## src/rtl/iterative_barrel_shifter.sv

```systemverilog
// Multi-cycle ARM data-processing shifter: normalises the shift specifier, then shifts
// BITS_PER_CYCLE bits per clock under a start/busy/done handshake.
module iterative_barrel_shifter #(
  parameter int unsigned BITS_PER_CYCLE = 1
) (
  input  logic        clk,
  input  logic        reset,
  input  logic        start,
  input  logic        imm_mode,
  input  logic [1:0]  shift_type,
  input  logic [7:0]  shift_amount,
  input  logic [31:0] value,
  input  logic        carry_in,
  output logic        busy,
  output logic        done,
  output logic [31:0] result,
  output logic        carry_out
);

  typedef enum logic [1:0] {StIdle, StLoad, StShift, StDone} state_e;
  typedef enum logic [2:0] {OpLsl, OpLsr, OpAsr, OpRor, OpRrx} op_e;

  state_e      state_q, state_d;
  op_e         op_q, op_d;
  logic        imm_q, imm_d;
  logic [1:0]  type_q, type_d;
  logic [7:0]  amt_q, amt_d;
  logic [31:0] work_q, work_d;
  logic        cy_q, cy_d;
  logic [5:0]  rem_q, rem_d;
  logic [31:0] result_q, result_d;
  logic        carry_q, carry_d;

  op_e         norm_op;
  logic [5:0]  norm_cnt;
  logic        norm_cy;
  logic [4:0]  amt5;

  logic [31:0] sh_work;
  logic        sh_cy;
  logic        sh_lsb;
  logic [5:0]  sh_step;
  logic [5:0]  sh_rem;

  // Turn the raw (imm_mode, type, amount) into an op and a single-bit step count.
  always_comb begin
    norm_op  = OpLsl;
    norm_cnt = '0;
    norm_cy  = cy_q;
    amt5     = amt_q[4:0];
    if (imm_q) begin
      case (type_q)
        2'b00: begin
          norm_op  = OpLsl;
          norm_cnt = {1'b0, amt5};
        end
        2'b01: begin
          norm_op  = OpLsr;
          norm_cnt = (amt5 == 5'd0) ? 6'd32 : {1'b0, amt5};
        end
        2'b10: begin
          norm_op  = OpAsr;
          norm_cnt = (amt5 == 5'd0) ? 6'd32 : {1'b0, amt5};
        end
        default: begin
          if (amt5 == 5'd0) begin
            norm_op  = OpRrx;
            norm_cnt = 6'd1;
          end else begin
            norm_op  = OpRor;
            norm_cnt = {1'b0, amt5};
          end
        end
      endcase
    end else if (amt_q != 8'd0) begin
      case (type_q)
        2'b00: begin
          norm_op  = OpLsl;
          norm_cnt = (amt_q > 8'd33) ? 6'd33 : amt_q[5:0];
        end
        2'b01: begin
          norm_op  = OpLsr;
          norm_cnt = (amt_q > 8'd33) ? 6'd33 : amt_q[5:0];
        end
        2'b10: begin
          norm_op  = OpAsr;
          norm_cnt = (amt_q > 8'd32) ? 6'd32 : amt_q[5:0];
        end
        default: begin
          norm_op = OpRor;
          if (amt5 == 5'd0) begin
            // Rotation by a multiple of 32 leaves the value intact but still sets carry.
            norm_cnt = '0;
            norm_cy  = work_q[31];
          end else begin
            norm_cnt = {1'b0, amt5};
          end
        end
      endcase
    end
  end

  // One SHIFT cycle: up to BITS_PER_CYCLE single-bit steps, stopping at the remaining count.
  always_comb begin
    sh_work = work_q;
    sh_cy   = cy_q;
    sh_lsb  = 1'b0;
    for (int i = 0; i < int'(BITS_PER_CYCLE); i++) begin
      if (i < int'(rem_q)) begin
        sh_lsb = sh_work[0];
        case (op_q)
          OpLsl: begin
            sh_cy   = sh_work[31];
            sh_work = {sh_work[30:0], 1'b0};
          end
          OpLsr:   sh_work = {1'b0, sh_work[31:1]};
          OpAsr:   sh_work = {sh_work[31], sh_work[31:1]};
          OpRor:   sh_work = {sh_lsb, sh_work[31:1]};
          default: sh_work = {sh_cy, sh_work[31:1]};
        endcase
        if (op_q != OpLsl) begin
          sh_cy = sh_lsb;
        end
      end
    end
    sh_step = (rem_q < 6'(BITS_PER_CYCLE)) ? rem_q : 6'(BITS_PER_CYCLE);
    sh_rem  = rem_q - sh_step;
  end

  always_comb begin
    state_d  = state_q;
    op_d     = op_q;
    imm_d    = imm_q;
    type_d   = type_q;
    amt_d    = amt_q;
    work_d   = work_q;
    cy_d     = cy_q;
    rem_d    = rem_q;
    result_d = result_q;
    carry_d  = carry_q;
    unique case (state_q)
      StIdle, StDone: begin
        state_d = StIdle;
        if (start) begin
          state_d = StLoad;
          imm_d   = imm_mode;
          type_d  = shift_type;
          amt_d   = shift_amount;
          work_d  = value;
          cy_d    = carry_in;
        end
      end
      StLoad: begin
        op_d  = norm_op;
        rem_d = norm_cnt;
        cy_d  = norm_cy;
        if (norm_cnt == 6'd0) begin
          state_d  = StDone;
          result_d = work_q;
          carry_d  = norm_cy;
        end else begin
          state_d = StShift;
        end
      end
      StShift: begin
        work_d = sh_work;
        cy_d   = sh_cy;
        rem_d  = sh_rem;
        if (sh_rem == 6'd0) begin
          state_d  = StDone;
          result_d = sh_work;
          carry_d  = sh_cy;
        end
      end
      default: state_d = StIdle;
    endcase
  end

  always_ff @(posedge clk) begin
    if (reset) begin
      state_q  <= StIdle;
      op_q     <= OpLsl;
      imm_q    <= 1'b0;
      type_q   <= '0;
      amt_q    <= '0;
      work_q   <= '0;
      cy_q     <= 1'b0;
      rem_q    <= '0;
      result_q <= '0;
      carry_q  <= 1'b0;
    end else begin
      state_q  <= state_d;
      op_q     <= op_d;
      imm_q    <= imm_d;
      type_q   <= type_d;
      amt_q    <= amt_d;
      work_q   <= work_d;
      cy_q     <= cy_d;
      rem_q    <= rem_d;
      result_q <= result_d;
      carry_q  <= carry_d;
    end
  end

  assign busy      = (state_q == StLoad) || (state_q == StShift);
  assign done      = (state_q == StDone);
  assign result    = result_q;
  assign carry_out = carry_q;

endmodule

```

## config.mk

```make
export PLATFORM = sky130hd
export DESIGN_NAME = iterative_barrel_shifter
export DESIGN_NICKNAME = d
export VERILOG_FILES = /design/src/rtl/iterative_barrel_shifter.sv
export SDC_FILE = /design/constraint.sdc
export NUM_CORES = 1
export LEC_CHECK = 0
export ABC_AREA = 1
export CAP_MARGIN = 40
export CORE_MARGIN = 1
export CORE_UTILIZATION = 40
export DETAILED_ROUTE_END_ITERATION = 16
export DONT_BUFFER_PORTS = 1
export PLACE_DENSITY = 0.62
export SETUP_SLACK_MARGIN = 0.15
export SYNTH_ARGS = -nofsm -noshare
export SYNTH_HDL_FRONTEND = slang
export SYNTH_SLANG_ARGS = --single-unit
```

## constraint.sdc

```tcl
create_clock -name clk -period 1.95 [get_ports clk]
set_input_delay 0.39 -clock clk [delete_from_list [all_inputs] [get_ports clk]]
set_output_delay 0.39 -clock clk [all_outputs]
set_load 0.02 [all_outputs]
```

Word-level counts from Yosys, hierarchy flattened
Cells that the tools add are included.
Storage, ports and cells
  bits in registers: 88
  latch bits: 0
  memory bits (writable): 0
  ROM bits: 0
  bits of input ports: 47
  word-level logic and storage cells: 83
  memories kept: 0
Operators by class
  add/sub/neg operators: 1
  multiply operators: 0
  div/mod/pow operators: 0
  order comparisons: 4
  equal/unequal tests: 11
  shift operators: 0
  multiplexer cells: 39
  bitwise gates (word level): 0
  reduce and logical (&&, ||, !) cells: 18
Operators with widths (count)
  32-bit two-way mux: 4
  32-bit case mux with 2 select lines: 2
  32-bit case mux with 4 select lines: 1
  6-bit two-way mux: 6
  6-bit case mux with 2 select lines: 3
  8-bit by 6-bit > comparator with 1-bit output, second input constant: 2
  6-bit zero test: 2
  1-bit two-way mux: 12
  2-bit case mux with 3 select lines: 2
  5-bit two-way mux: 2
  3-bit case mux with 3 select lines: 1
  8-bit nonzero test: 1
  2-bit == test, second input constant: 3
  3-bit by 2-bit == test with 1-bit output, second input constant: 2
  1-bit by 6-bit less-than comparator with 1-bit output, first input constant: 1
  6-bit by 1-bit less-than comparator with 1-bit output, second input constant: 1
  3-bit two-way mux: 2
  2-bit inequality test, second input constant: 3
  2-bit OR reduction: 3
  6-bit subtractor: 1
  5-bit zero test: 1
  2-bit by 1-bit == test with 1-bit output, second input constant: 2
  2-bit zero test: 2
  2-bit two-way mux: 2
  other kinds (10): 12

Longest topological paths before layout
Gate-level depths: netlist of run 1.
  word-level depth: 8
  mapped depth: 17

Least setup slack after synthesis of run 1
Ideal clock, no wire load.
  path type: register -> register
  start: reg rem_q[4]
  end: reg result_q[24] (netlist: result[24])
  library setup time: 113 ps
  arrival: 1971 ps
  setup slack: -134 ps
  cell stages (with the launch flop): 18
  clock period less this slack: 2084 ps
  path through: dfxtp_1 or2_1 inv_2 nand3_4 nand2_1 ha_1 nor2_1 xor2_1 inv_1 nor2_1 nand2_1 a21oi_2 nand3_2 nand2_4 buf_2 nand3_1 nand2_1 nor2_2
On the way
  cells in the longest elaborated chain, start to end: 6
  elaborated cells between the ends (all ways): 10
  those cells by class: add/sub: 1; order compare: 2; eq/ne: 1; mux: 4; reduce/logical: 2
RTL lines
  start, declared: RTL line 30  | logic [5:0] rem_q, rem_d;
  start signal, assigned: RTL line 199  | rem_q <= rem_d;
  6-bit by 1-bit less-than comparator with 1-bit output: RTL line 126  | sh_step = (rem_q < 6'(BITS_PER_CYCLE)) ? rem_q : 6'(BITS_PER_CYCLE);
  6-bit two-way mux: RTL line 126
  6-bit subtractor: RTL line 127  | sh_rem = rem_q - sh_step;
  6-bit zero test: RTL line 169  | if (sh_rem == 6'd0) begin
  2-bit inequality test (no source line)
  3-bit AND reduction (no source line)
  end signal, assigned: RTL line 200  | result_q <= result_d;
  end, declared: RTL line 31  | logic [31:0] result_q, result_d;
Parallel ways exist; a longest one is shown, timed or not. The select of a mux whose other input is x is not followed.
A chain may end at the register's enable or synchronous reset.

Final worst setup path of run 1
  start: reg rem_q[5]
  end: reg result_q[13] (netlist: result[13])
The elaborated chain is that of the path after synthesis.

==> implementation parameters, run 1 <==
Parameter                              Value

Run status
  Status    finished, violations left
  Violated checks    setup timing

Place
  Quantity of I/O buffers inserted on ports    0
  Worst slack after detailed placement    -0.217 ns
  Weighted congestion at the end of routability-driven global placement    0.890
  Placed Cells    984
  Half-perimeter wire length after detailed placement    8880 µm

Pwr
  Worst supply voltage drop on vdd    0.954 mV
  Power per unit of standard cell area    2330 nW/µm²
  Total design power    15.1 mW
  Leakage power figure    2.61 nW

Floorplanning
  I/O pin total    82
  Initial cell density of the core    41.6%
  Core region area    12800 µm²
  Core Rows    41
  Die Width    117 µm
  Die Span Y    117 µm
  Die Footprint    13700 µm²

Worst setup path
  Register-to-Register Path Depth    17
  Data required time at the worst endpoint    2.20 ns
  Data arrival time of the critical path    2.45 ns
  Critical path capture point type    register
  Setup CP Type    register to register
  CP max FO    8
  Type of origin of the critical path    register

Synthesis
  Number of synthesized register bits    88
  Unique cell type count in the Yosys netlist    38
  Post-synth EDFFs    0
  Most instantiated flip-flop cell in the synthesis netlist    sky130_fd_sc_hd__dfxtp_1
  Synthesized instance count    823
  Dominant cell type by area after synthesis    sky130_fd_sc_hd__dfxtp_1
  Post-synthesis async set-or-reset flop share    0%
  Leading post-synthesis cells by cell area    sky130_fd_sc_hd__dfxtp_1 33%, sky130_fd_sc_hd__nand2_1 14%, sky130_fd_sc_hd__nand3_1 7.1%
  Mean instance size in the synthesized netlist    6.45 µm²
  Total of warnings raised by yosys    0
  Syn Std Cell Area    5310 µm²
  Net count after synthesis    878
  Sequential element share of the synthesized area    33.2%
  Top-area cell type share of the netlist area    33.2%

Global route
  Total overflow reported by the global router    0
  Initial antenna violation count    0
  Via count of the first global-routing pass    4584
  First-pass GRT wire length    22000 µm
  Maximum number of pins on one net before global-route repair    69
  Total routing resource utilization after global routing    20.3%

Clock network
  Clock network latency to the later pin of the worst-skew pair    0.35 ns
  CTS tree    yes
  Root buffer cell    sky130_fd_sc_hd__clkbuf_16
  CTS clock-pin slew for the worst setup and hold paths    0.06 ns
  TritonCTS Buffers    9
  Htree depth    3
  Num Clock Sinks    88
  Bufs on Longest Clock Path    2

STA
  Fmax    0.454 GHz
  Clock period minus worst slack    2.21 ns
  Maximum clock skew at final layout    0.00414 ns
  Worst Slack Setup Final    -0.255 ns
  Final Hold Fails    0
  Hold Worst Slack    0.0976 ns
  Final period utilization    113%
  Final count of pins violating max slew    0
  Actual transition at the worst max-transition pin    0.636 ns
  Slew HR    57.6%
  Endpoints failing setup    36
  RSZ-0062 raised after global routing    true

Finish
  Share of cells above drive strength 1    19.0%
  Number of antenna diodes    0
  Post-route non-filler standard cell count    1016
  Area growth from synthesis to final layout    21.6%
  Filler Cells Inserted    1278
  Final #Nets    894

Run
  Max-cap violations    0

Detailed routing
  Routed wire length    15100 µm
  Post-DR vias/cell    5.25
  Routed via count    5337
  Antenna violation net count after detailed routing    0
  Initial drt markers    354
  Average wire per standard cell    14.8 µm
  First-pass iteration count of the detailed router    5
  Post-route DRC    0

Min path
  Hold crit path type    primary input to register
  Hold path cells    1
[power breakdown]
group / leakage [nW] / switching (mW) / internal [mW] / total, mW
combinational: 1.75 / 5.68 / 4.05 / 9.73
sequential: 0.726 / 1.03 / 2.53 / 3.56
clock: 0.138 / 0.770 / 0.992 / 1.76
total: 2.61 / 7.48 / 7.58 / 15.1
[through the flow]
stage	cell area, µm²	utilization, %	TNS [ns]
after floorplan	5340	-	-2.51
after global placement	5700	44.6	-5.92
after detailed placement	5700	44.6	-7.01
after CTS	6040	47.3	-7.49
after global routing	6450	50.5	-15.41
final	6450	50.5	-7.93
[cells in the final DEF (no fill, tap or decap), types with 6 or more instances in the layout]
cell type	instances
sky130_fd_sc_hd__o211ai_1	6
sky130_fd_sc_hd__a21oi_1	70
sky130_fd_sc_hd__nor2_1	98
sky130_fd_sc_hd__a31oi_1	33
sky130_fd_sc_hd__inv_1	64
sky130_fd_sc_hd__nand3_2	23
sky130_fd_sc_hd__dfxtp_1	86
sky130_fd_sc_hd__nor2_2	16
sky130_fd_sc_hd__o21ai_0	52
sky130_fd_sc_hd__ha_1	6
sky130_fd_sc_hd__inv_2	7
sky130_fd_sc_hd__buf_12	9
sky130_fd_sc_hd__buf_4	40
sky130_fd_sc_hd__a21oi_2	22
sky130_fd_sc_hd__nand2_1	193
sky130_fd_sc_hd__nand3_1	55
sky130_fd_sc_hd__clkbuf_16	18
[metal layers]
| metal | vias to the layer above | global-route usage, % | routed length [µm] |
|---|---|---|---|
| li1 | 2746 | - | - |
| met1 | 2459 | 26.7 | 7150 |
| met2 | 122 | 32.5 | 6910 |
| met3 | 10 | 6.39 | 901 |
| met4 | 0 | 4.39 | 126 |
| met5 | - | 0 | 0 |
[Yosys cell counts, types with 8 or more instances]
cell type / n
sky130_fd_sc_hd__a31oi_1: 33
sky130_fd_sc_hd__a21oi_1: 71
sky130_fd_sc_hd__o21ai_0: 53
sky130_fd_sc_hd__nor2_1: 100
sky130_fd_sc_hd__a21oi_2: 21
sky130_fd_sc_hd__dfxtp_1: 88
sky130_fd_sc_hd__nand3_1: 75
sky130_fd_sc_hd__clkbuf_1: 32
sky130_fd_sc_hd__buf_2: 10
sky130_fd_sc_hd__ha_1: 8
sky130_fd_sc_hd__nand2_1: 195
sky130_fd_sc_hd__nor2_2: 15
sky130_fd_sc_hd__inv_1: 68
[kinds of logic (layout without fill, tap and decap cells)]
group	after synthesis	after routing	synth area share, %
buf+inv	128	149	10.9
xor+xnor	2	2	0.330
flops	88	88	33.2
simple gates	404	404	32.5
compound gates	193	193	21.2
fa+ha+maj	8	8	1.89
[worst paths after layout]
kind	startpoint	endpoint	slack (ns)
worst max-delay path	rem_q[5]	result[13]	-0.26
worst min-delay path	reset	op_q[1]	0.1
worst max register to register	rem_q[5]	result[13]	-0.26
worst min register to register	amt_q[5]	amt_q[5]	0.50
[critical path, stage by stage, from the launching register on]
cell	delay, ns
sky130_fd_sc_hd__dfxtp_2	0.32
sky130_fd_sc_hd__or2_1	0.22
sky130_fd_sc_hd__inv_2	0.08
sky130_fd_sc_hd__nand3_4	0.07
sky130_fd_sc_hd__nand2_4	0.09
sky130_fd_sc_hd__ha_4	0.13
sky130_fd_sc_hd__nor2_4	0.03
sky130_fd_sc_hd__xor2_1	0.12
sky130_fd_sc_hd__inv_1	0.07
sky130_fd_sc_hd__nor2_1	0.08
sky130_fd_sc_hd__nand2_1	0.07
sky130_fd_sc_hd__a21oi_2	0.11
sky130_fd_sc_hd__nand3_2	0.15
sky130_fd_sc_hd__nand2_8	0.18
sky130_fd_sc_hd__clkbuf_16	0.19
sky130_fd_sc_hd__nand3_1	0.08
sky130_fd_sc_hd__nand2_1	0.06
sky130_fd_sc_hd__nor2_1	0.04
[flip-flops by register name (all words and copies together), names as in the netlist]
| register | count |
|---|---|
| work_q | 32 |
| state_q | 2 |
| op_q | 3 |
| amt_q | 8 |
| result | 32 |
| rem_q | 6 |
| imm_q | 1 |
| type_q | 2 |
| carry_out | 1 |
| cy_q | 1 |
[area by class of cell]
type                            instances  area (µm²)  area share [%]
Clock inverter                          7        71.3            1.10
Multi-Input combinational cell        607        3160            48.9
Sequential cell                        88        1770            27.4
Inverter                               72         274            4.25
Timing Repair Buffer                   61         743            11.5
Tap cell                              172         215            3.33
Clock buffer                            9         225            3.49
[repair_timing]
item / in CTS / in global routing
hold endpoints to repair: 0 / 0
gates resized for setup: 4 / 34
hold buffers: 0 / 0
setup buffers: 3 / 3
pin swaps: 0 / 16
cloned: 0 / 10
setup endpoints to repair: 40 / 72
(Power assumes the default switching activity.)
==> run 2, diff against run 1 <==
==> constraint.sdc (replaced) <==
create_clock -name clk -period 1.95 [get_ports clk]
set_input_delay 0.4875 -clock clk [delete_from_list [all_inputs] [get_ports clk]]
set_output_delay 0.4875 -clock clk [all_outputs]
set_load 0.02 [all_outputs]
==> implementation parameters, run 2 (synthesis results as in run 1) <==
Parameter                              Value

STA
  RSZ-0062 raised after global routing    true
  Final period utilization    113% (about the same)
  Fmax    0.454 GHz (about the same)
  Clock period minus worst slack    2.20 ns (-0.000265 ns)
  Final count of pins violating max slew    0 (unchanged)
  Slew HR    57.6% (-0.067 points)
  Maximum clock skew at final layout    0.00511 ns (+0.000970 ns)
  Final setup TNS    -7.97 ns (-0.0407 ns)
  Actual transition at the worst max-transition pin    0.637 ns (+0.00100 ns)
  Endpoints failing setup    37 (+2.8%)
  Worst Slack Setup Final    -0.255 ns (+0.000265 ns)
  Final Hold Fails    0 (unchanged)

Finish
  Final #Nets    893 (-0.11%)
  Share of cells above drive strength 1    19.0% (+0.022 points)
  Total area of multi-input combinational cells    3150 µm² (-0.16%)
  Filler Cells Inserted    1280 (+0.16%)
  Most frequent cells in the layout    193 x sky130_fd_sc_hd__nand2_1, 98 x sky130_fd_sc_hd__nor2_1, 85 x sky130_fd_sc_hd__dfxtp_1, 70 x sky130_fd_sc_hd__a21oi_1, 64 x sky130_fd_sc_hd__inv_1
  Sequential cell area    1770 µm² (about the same)
  Area growth from synthesis to final layout    21.3%
  Number of antenna diodes    0 (unchanged)
  Final Core Density    50.4% (-0.11 points)
  Most common cell after layout, fill and taps aside    sky130_fd_sc_hd__nand2_1

Clock network
  Num Clock Sinks    88 (unchanged)
  CTS tree    yes
  Clock network latency to the later pin of the worst-skew pair    0.36 ns (about the same)
  TritonCTS Buffers    9 (unchanged)
  Htree depth    3 (unchanged)
  Bufs on Longest Clock Path    2 (unchanged)
  Root buffer cell    sky130_fd_sc_hd__clkbuf_16
  CTS clock-pin slew for the worst setup and hold paths    0.07 ns (about the same)

Pwr
  Relative contribution of sequential cells to total power    23.7% (about the same)
  Total design power    15.0 mW (-0.39%)
  Combinational share of power    64.6% (about the same)
  Leakage power figure    2.61 nW (-0.19%)
  Clock group share of total power    11.8% (about the same)
  Cell-internal power    7.54 mW (-0.56%)
  Worst supply voltage drop on vdd    0.955 mV (about the same)
  Switching share of power    49.8% (+0.087 points)
  Power per unit of standard cell area    2330 nW/µm² (-0.18%)
  Switching power    7.46 mW (-0.22%)

Worst setup path
  Cell family with most CP delay    simple AND/OR/NAND/NOR gates
  Data arrival time of the critical path    2.45 ns (about the same)
  Ordered list of cells on the worst path    or2_1, inv_2, nand3_4, nand2_4, ha_4, nor2_4, xor2_1, inv_1, nor2_1, nand2_1, a21oi_2, nand3_2, nand2_8, clkbuf_16, nand3_1, nand2_1, nor2_1
  Crit-path slowest cell    sky130_fd_sc_hd__dfxtp_2
  Critical path capture point type    register
  Type of origin of the critical path    register
  Crit-path max cell delay    0.32 ns (about the same)
  Reg-to-reg slack, setup    -0.25 ns (about the same)
  Data required time at the worst endpoint    2.20 ns (about the same)
  Setup CP Type    register to register
  Crit path buffers/inverters    3 (unchanged)
  CP max FO    8 (unchanged)

Detailed routing
  Routed wire length    15100 µm (+0.12%)
  Initial drt markers    380 (+7.3%)
  Routed via count    5319 (-0.34%)
  Post-route DRC    0 (unchanged)
  First-pass iteration count of the detailed router    5 (unchanged)
  Post-DR vias/cell    5.24 (-0.24%)
  Average wire per standard cell    14.9 µm (+0.22%)
  Antenna violation net count after detailed routing    0 (unchanged)

Floorplanning
  Die Span Y    117 µm (unchanged)
  I/O pin total    82 (unchanged)
  Core region area    12800 µm² (unchanged)
  Initial cell density of the core    41.6% (unchanged)
  Core Rows    41 (unchanged)
  Die Footprint    13700 µm² (unchanged)
  Die Width    117 µm (unchanged)

Global route
  Via count of the first global-routing pass    4616 (+0.70%)
  Initial antenna violation count    0 (unchanged)
  Total overflow reported by the global router    0 (unchanged)
  Maximum number of pins on one net before global-route repair    69 (unchanged)
  Total routing resource utilization after global routing    20.3% (about the same)
  First-pass GRT wire length    22000 µm (about the same)

Run status
  Violated checks    setup timing
  Status    finished, violations left

Place
  Quantity of I/O buffers inserted on ports    0 (unchanged)
  Weighted congestion at the end of routability-driven global placement    0.890 (unchanged)
  Half-perimeter wire length after detailed placement    8880 µm (unchanged)

Min path
  Hold crit path type    primary input to register

Run
  Max-cap violations    0 (unchanged)
==> run 2: cell count changes in the layout (fill, tap and decap cells not counted) <==
cell and change:
sky130_fd_sc_hd__dfxtp_2 +2, sky130_fd_sc_hd__buf_4 -1, sky130_fd_sc_hd__dfxtp_1 -1, sky130_fd_sc_hd__dfxtp_4 -1, sky130_fd_sc_hd__nand2_2 +1, sky130_fd_sc_hd__nand2_4 -1
==> run 2: layer usage <==
layer | GRT usage, % | up-vias | part of all wire [%]
li1 | - | 2747 | -
met1 | 26.4 | 2432 | 46
met2 | 32.6 | 128 | 46
met3 | 6.39 | 12 | 6.5
met4 | 5.06 | 0 | 1.2
met5 | 0 | - | 0
==> run 2: layout make-up <==
| class | instances | share of cell area [%] |
|---|---|---|
| multi-input combinational | 607 | 49.0 |
| sequential | 88 | 27.4 |
| timing repair buffer | 60 | 11.4 |
| inverter | 72 | 4.25 |
| clock buffer | 9 | 3.50 |
| tap | 172 | 3.34 |
| clock inverter | 7 | 1.11 |
==> run 2: through the flow <==
stage               setup slack [ns]  instance area [µm²]  instances  hold slack, ns
global placement              -0.195                 5700        984           0.478
global route                  -0.462                 6440       1015           0.176
finish                        -0.255                 6440       1015           0.194
CTS                           -0.230                 6030       1002           0.180
detailed placement            -0.217                 5700        984           0.492
floorplan                     -0.101                 5340        823           0.460
==> run 2: timing repair <==
action | in CTS | in global routing
resized for setup | 6 | 31
hold buffers | 0 | 0
endpoints found under the setup margin | 40 | 68
gates cloned | 0 | 10
setup buffers | 2 | 3
pin swaps | 0 | 16
==> run 2: path summary, 6_finish.rpt <==
| kind | startpoint | endpoint | depth (start not counted) |
|---|---|---|---|
| worst max-delay path | rem_q[5] | result[13] | 17 |
| worst min-delay path | reset | op_q[1] | 1 |
| worst max register to register | rem_q[5] | result[13] | 17 |
| worst min register to register | amt_q[5] | amt_q[5] | 2 |
==> run 2: power groups by stage <==
| stage | Sequential (mW) | Clock (mW) | Combinational [mW] |
|---|---|---|---|
| 2_1_floorplan | 3.40 | 0 | 6.37 |
| 3_3_place_gp | 3.57 | 0 | 7.99 |
| 3_5_place_dp | 3.57 | 0 | 8.07 |
| 4_1_cts | 3.54 | 1.80 | 8.21 |
| 5_1_grt | 3.68 | 1.87 | 10.8 |
| 6_report | 3.55 | 1.76 | 9.68 |
==> run 3, diff against run 2 <==
--- a/config.mk
+++ b/config.mk
@@ -11,6 +11,7 @@
 export CORE_UTILIZATION = 40
 export DETAILED_ROUTE_END_ITERATION = 16
 export DONT_BUFFER_PORTS = 1
+export MAX_ROUTING_LAYER = met4
 export PLACE_DENSITY = 0.62
 export SETUP_SLACK_MARGIN = 0.15
 export SYNTH_ARGS = -nofsm -noshare
==> implementation parameters, run 3 (synthesis results as in run 1) <==
Parameter                              Value

Clock network
  Num Clock Sinks    88 (unchanged)
  TritonCTS Buffers    9 (unchanged)
  Htree depth    3 (unchanged)
  Clock network latency to the later pin of the worst-skew pair    0.36 ns (about the same)
  CTS clock-pin slew for the worst setup and hold paths    0.07 ns (about the same)
  CTS tree    yes
  Bufs on Longest Clock Path    2 (unchanged)
  Root buffer cell    sky130_fd_sc_hd__clkbuf_16

Worst setup path
  Cell family with most CP delay    simple AND/OR/NAND/NOR gates
  Reg-to-reg slack, setup    -0.25 ns (about the same)
  Cell with the most instances on the worst path    sky130_fd_sc_hd__nor2_1
  Setup CP Type    register to register
  Crit path buffers/inverters    3 (unchanged)
  Data arrival time of the critical path    2.49 ns (+0.04 ns)
  Register-to-Register Path Depth    16 (-1)
  Crit-path max cell delay    0.32 ns (about the same)
  Critical path capture point type    register
  Crit-path slowest cell    sky130_fd_sc_hd__dfxtp_2
  Ordered list of cells on the worst path    or2_1, inv_2, nand3_4, nand2_4, ha_4, nor2_4, xor2_1, inv_1, nor2_1, nand2_1, a21oi_2, nand3_2, nand2_8, clkbuf_16, a21oi_1, nor2_1
  Type of origin of the critical path    register
  Data required time at the worst endpoint    2.24 ns (+0.04 ns)
  CP max FO    15 (+7)
  Launching point of the worst reg2reg path    rem_q[5]
  Endpoint of the worst-slack reg-to-reg timing path    result[31]

Detailed routing
  Average wire per standard cell    15.5 µm (+4.1%)
  Post-route DRC    0 (unchanged)
  Antenna violation net count after detailed routing    0 (unchanged)
  Routed via count    5457 (+2.6%)
  First-pass iteration count of the detailed router    5 (unchanged)
  Routed wire length    15900 µm (+5.3%)
  Post-DR vias/cell    5.32 (+1.5%)
  Initial drt markers    405 (+6.6%)

Floorplanning
  Die Width    117 µm (unchanged)
  I/O pin total    82 (unchanged)
  Initial cell density of the core    41.6% (unchanged)
  Die Span Y    117 µm (unchanged)
  Die Footprint    13700 µm² (unchanged)
  Core Rows    41 (unchanged)
  Core region area    12800 µm² (unchanged)

Min path
  Hold crit path type    primary input to register
  Hold_sp    reset
  End of the worst hold path    op_q[1]
  Hold path cells    1 (unchanged)

Run status
  Status    finished, violations left
  Violated checks    setup timing

Finish
  Most frequent cells in the layout    193 x sky130_fd_sc_hd__nand2_1, 88 x sky130_fd_sc_hd__nor2_1, 85 x sky130_fd_sc_hd__dfxtp_1, 71 x sky130_fd_sc_hd__a21oi_1, 63 x sky130_fd_sc_hd__inv_1
  Most common cell after layout, fill and taps aside    sky130_fd_sc_hd__nand2_1
  Number of antenna diodes    0 (unchanged)
  Filler Cells Inserted    1256 (-1.9%)
  Total area of multi-input combinational cells    3170 µm² (+0.36%)
  Final #Nets    904 (+1.2%)
  Area growth from synthesis to final layout    24.7%
  Final Core Density    51.8% (+1.4 points)
  Area of all placed cells without fillers    6620 µm² (+2.8%)
  Sequential cell area    1770 µm² (unchanged)
  Share of cells above drive strength 1    21.0% (+2.0 points)

STA
  Final count of pins violating max slew    0 (unchanged)
  RSZ-0062 raised after global routing    true
  Fmax    0.454 GHz (+0.20%)
  Final Hold Fails    0 (unchanged)
  Slew HR    78.3% (+21 points)
  Maximum clock skew at final layout    0.00710 ns (+0.00199 ns)
  Final period utilization    113% (-0.23 points)
  Clock period minus worst slack    2.20 ns (-0.00442 ns)
  Hold Worst Slack    0.192 ns (-0.00196 ns)
  Worst Slack Setup Final    -0.250 ns (+0.00442 ns)
  Actual transition at the worst max-transition pin    0.325 ns (-0.311 ns)
  Endpoints failing setup    35 (-5.4%)

Global route
  Maximum number of pins on one net before global-route repair    69 (unchanged)
  Initial antenna violation count    0 (unchanged)
  Total routing resource utilization after global routing    20.9% (+0.63 points)
  First-pass GRT wire length    22100 µm (about the same)
  Total overflow reported by the global router    0 (unchanged)
  Via count of the first global-routing pass    4629 (+0.28%)

Run
  Max-cap violations    0 (unchanged)

Place
  Quantity of I/O buffers inserted on ports    0 (unchanged)
  Placement Cell Area    5700 µm² (unchanged)
  Half-perimeter wire length after detailed placement    8880 µm (unchanged)
  Weighted congestion at the end of routability-driven global placement    0.905 (+1.7%)
==> run 3: cell types whose count changed in the layout (fill, tap and decap cells not counted), sizes merged <==
cell      previous run  this run
clkbuf              18        20
inv                 72        71
buf                 51        60
clkinvlp             4         5
==> run 3: timing repair <==
item	4_1_cts	5_1_grt
pin swaps	0	20
cloned	0	15
hold buffers	0	0
setup endpoints to repair	40	68
buffers inserted	2	9
gates resized for setup	6	48
==> run 3: stage by stage <==
stage,TNS [ns],worst slack [ns],instances
floorplan,-2.51,-0.101,823
global placement,-5.92,-0.195,984
detailed placement,-7.01,-0.217,984
CTS,-7.50,-0.230,1002
global route,-13.51,-0.420,1026
finish,-7.69,-0.250,1026
==> run 3: layer usage <==
layer / wire, µm / up-vias / track usage [%] / share of wire, %
met5: 0 / - / - / 0
met4: 164 / 0 / 5.06 / 1.0
met3: 1140 / 13 / 6.28 / 7.2
met2: 7220 / 160 / 32.6 / 45
met1: 7380 / 2516 / 26.5 / 46
li1: - / 2768 / - / -
==> run 3: worst register-to-register path, delay by kind of cell (launching register included) <==
kind            cells  cell delay [ns]
simple gates        9             1.01
compound gates      2             0.19
fa+ha+maj           1             0.13
xor+xnor            1             0.11
buf+inv             3             0.37
flops               1             0.32
==> run 3: cell type report <==
| cell class | instances | area share [%] |
|---|---|---|
| Inverter | 72 | 4.20 |
| Sequential cell | 88 | 26.7 |
| Clock inverter | 7 | 1.08 |
| Timing Repair Buffer | 71 | 13.6 |
| Clock buffer | 9 | 3.40 |
| Multi-Input combinational cell | 607 | 47.8 |
| Tap cell | 172 | 3.25 |
==> run 3: worst max-delay path by stage <==
stage,end,cells past startpoint,start
2_1_floorplan,result[22],17,rem_q[5]
3_3_place_gp,result[14],17,rem_q[5]
3_5_place_dp,result[26],17,rem_q[5]
4_1_cts,result[28],17,rem_q[5]
5_1_grt,result[10],17,rem_q[5]
6_report,result[31],16,rem_q[5]
Power of run 3 is left out: the tool's default activity adds up to more than one toggle a clock period on the data nets, which glitch-free logic cannot reach.
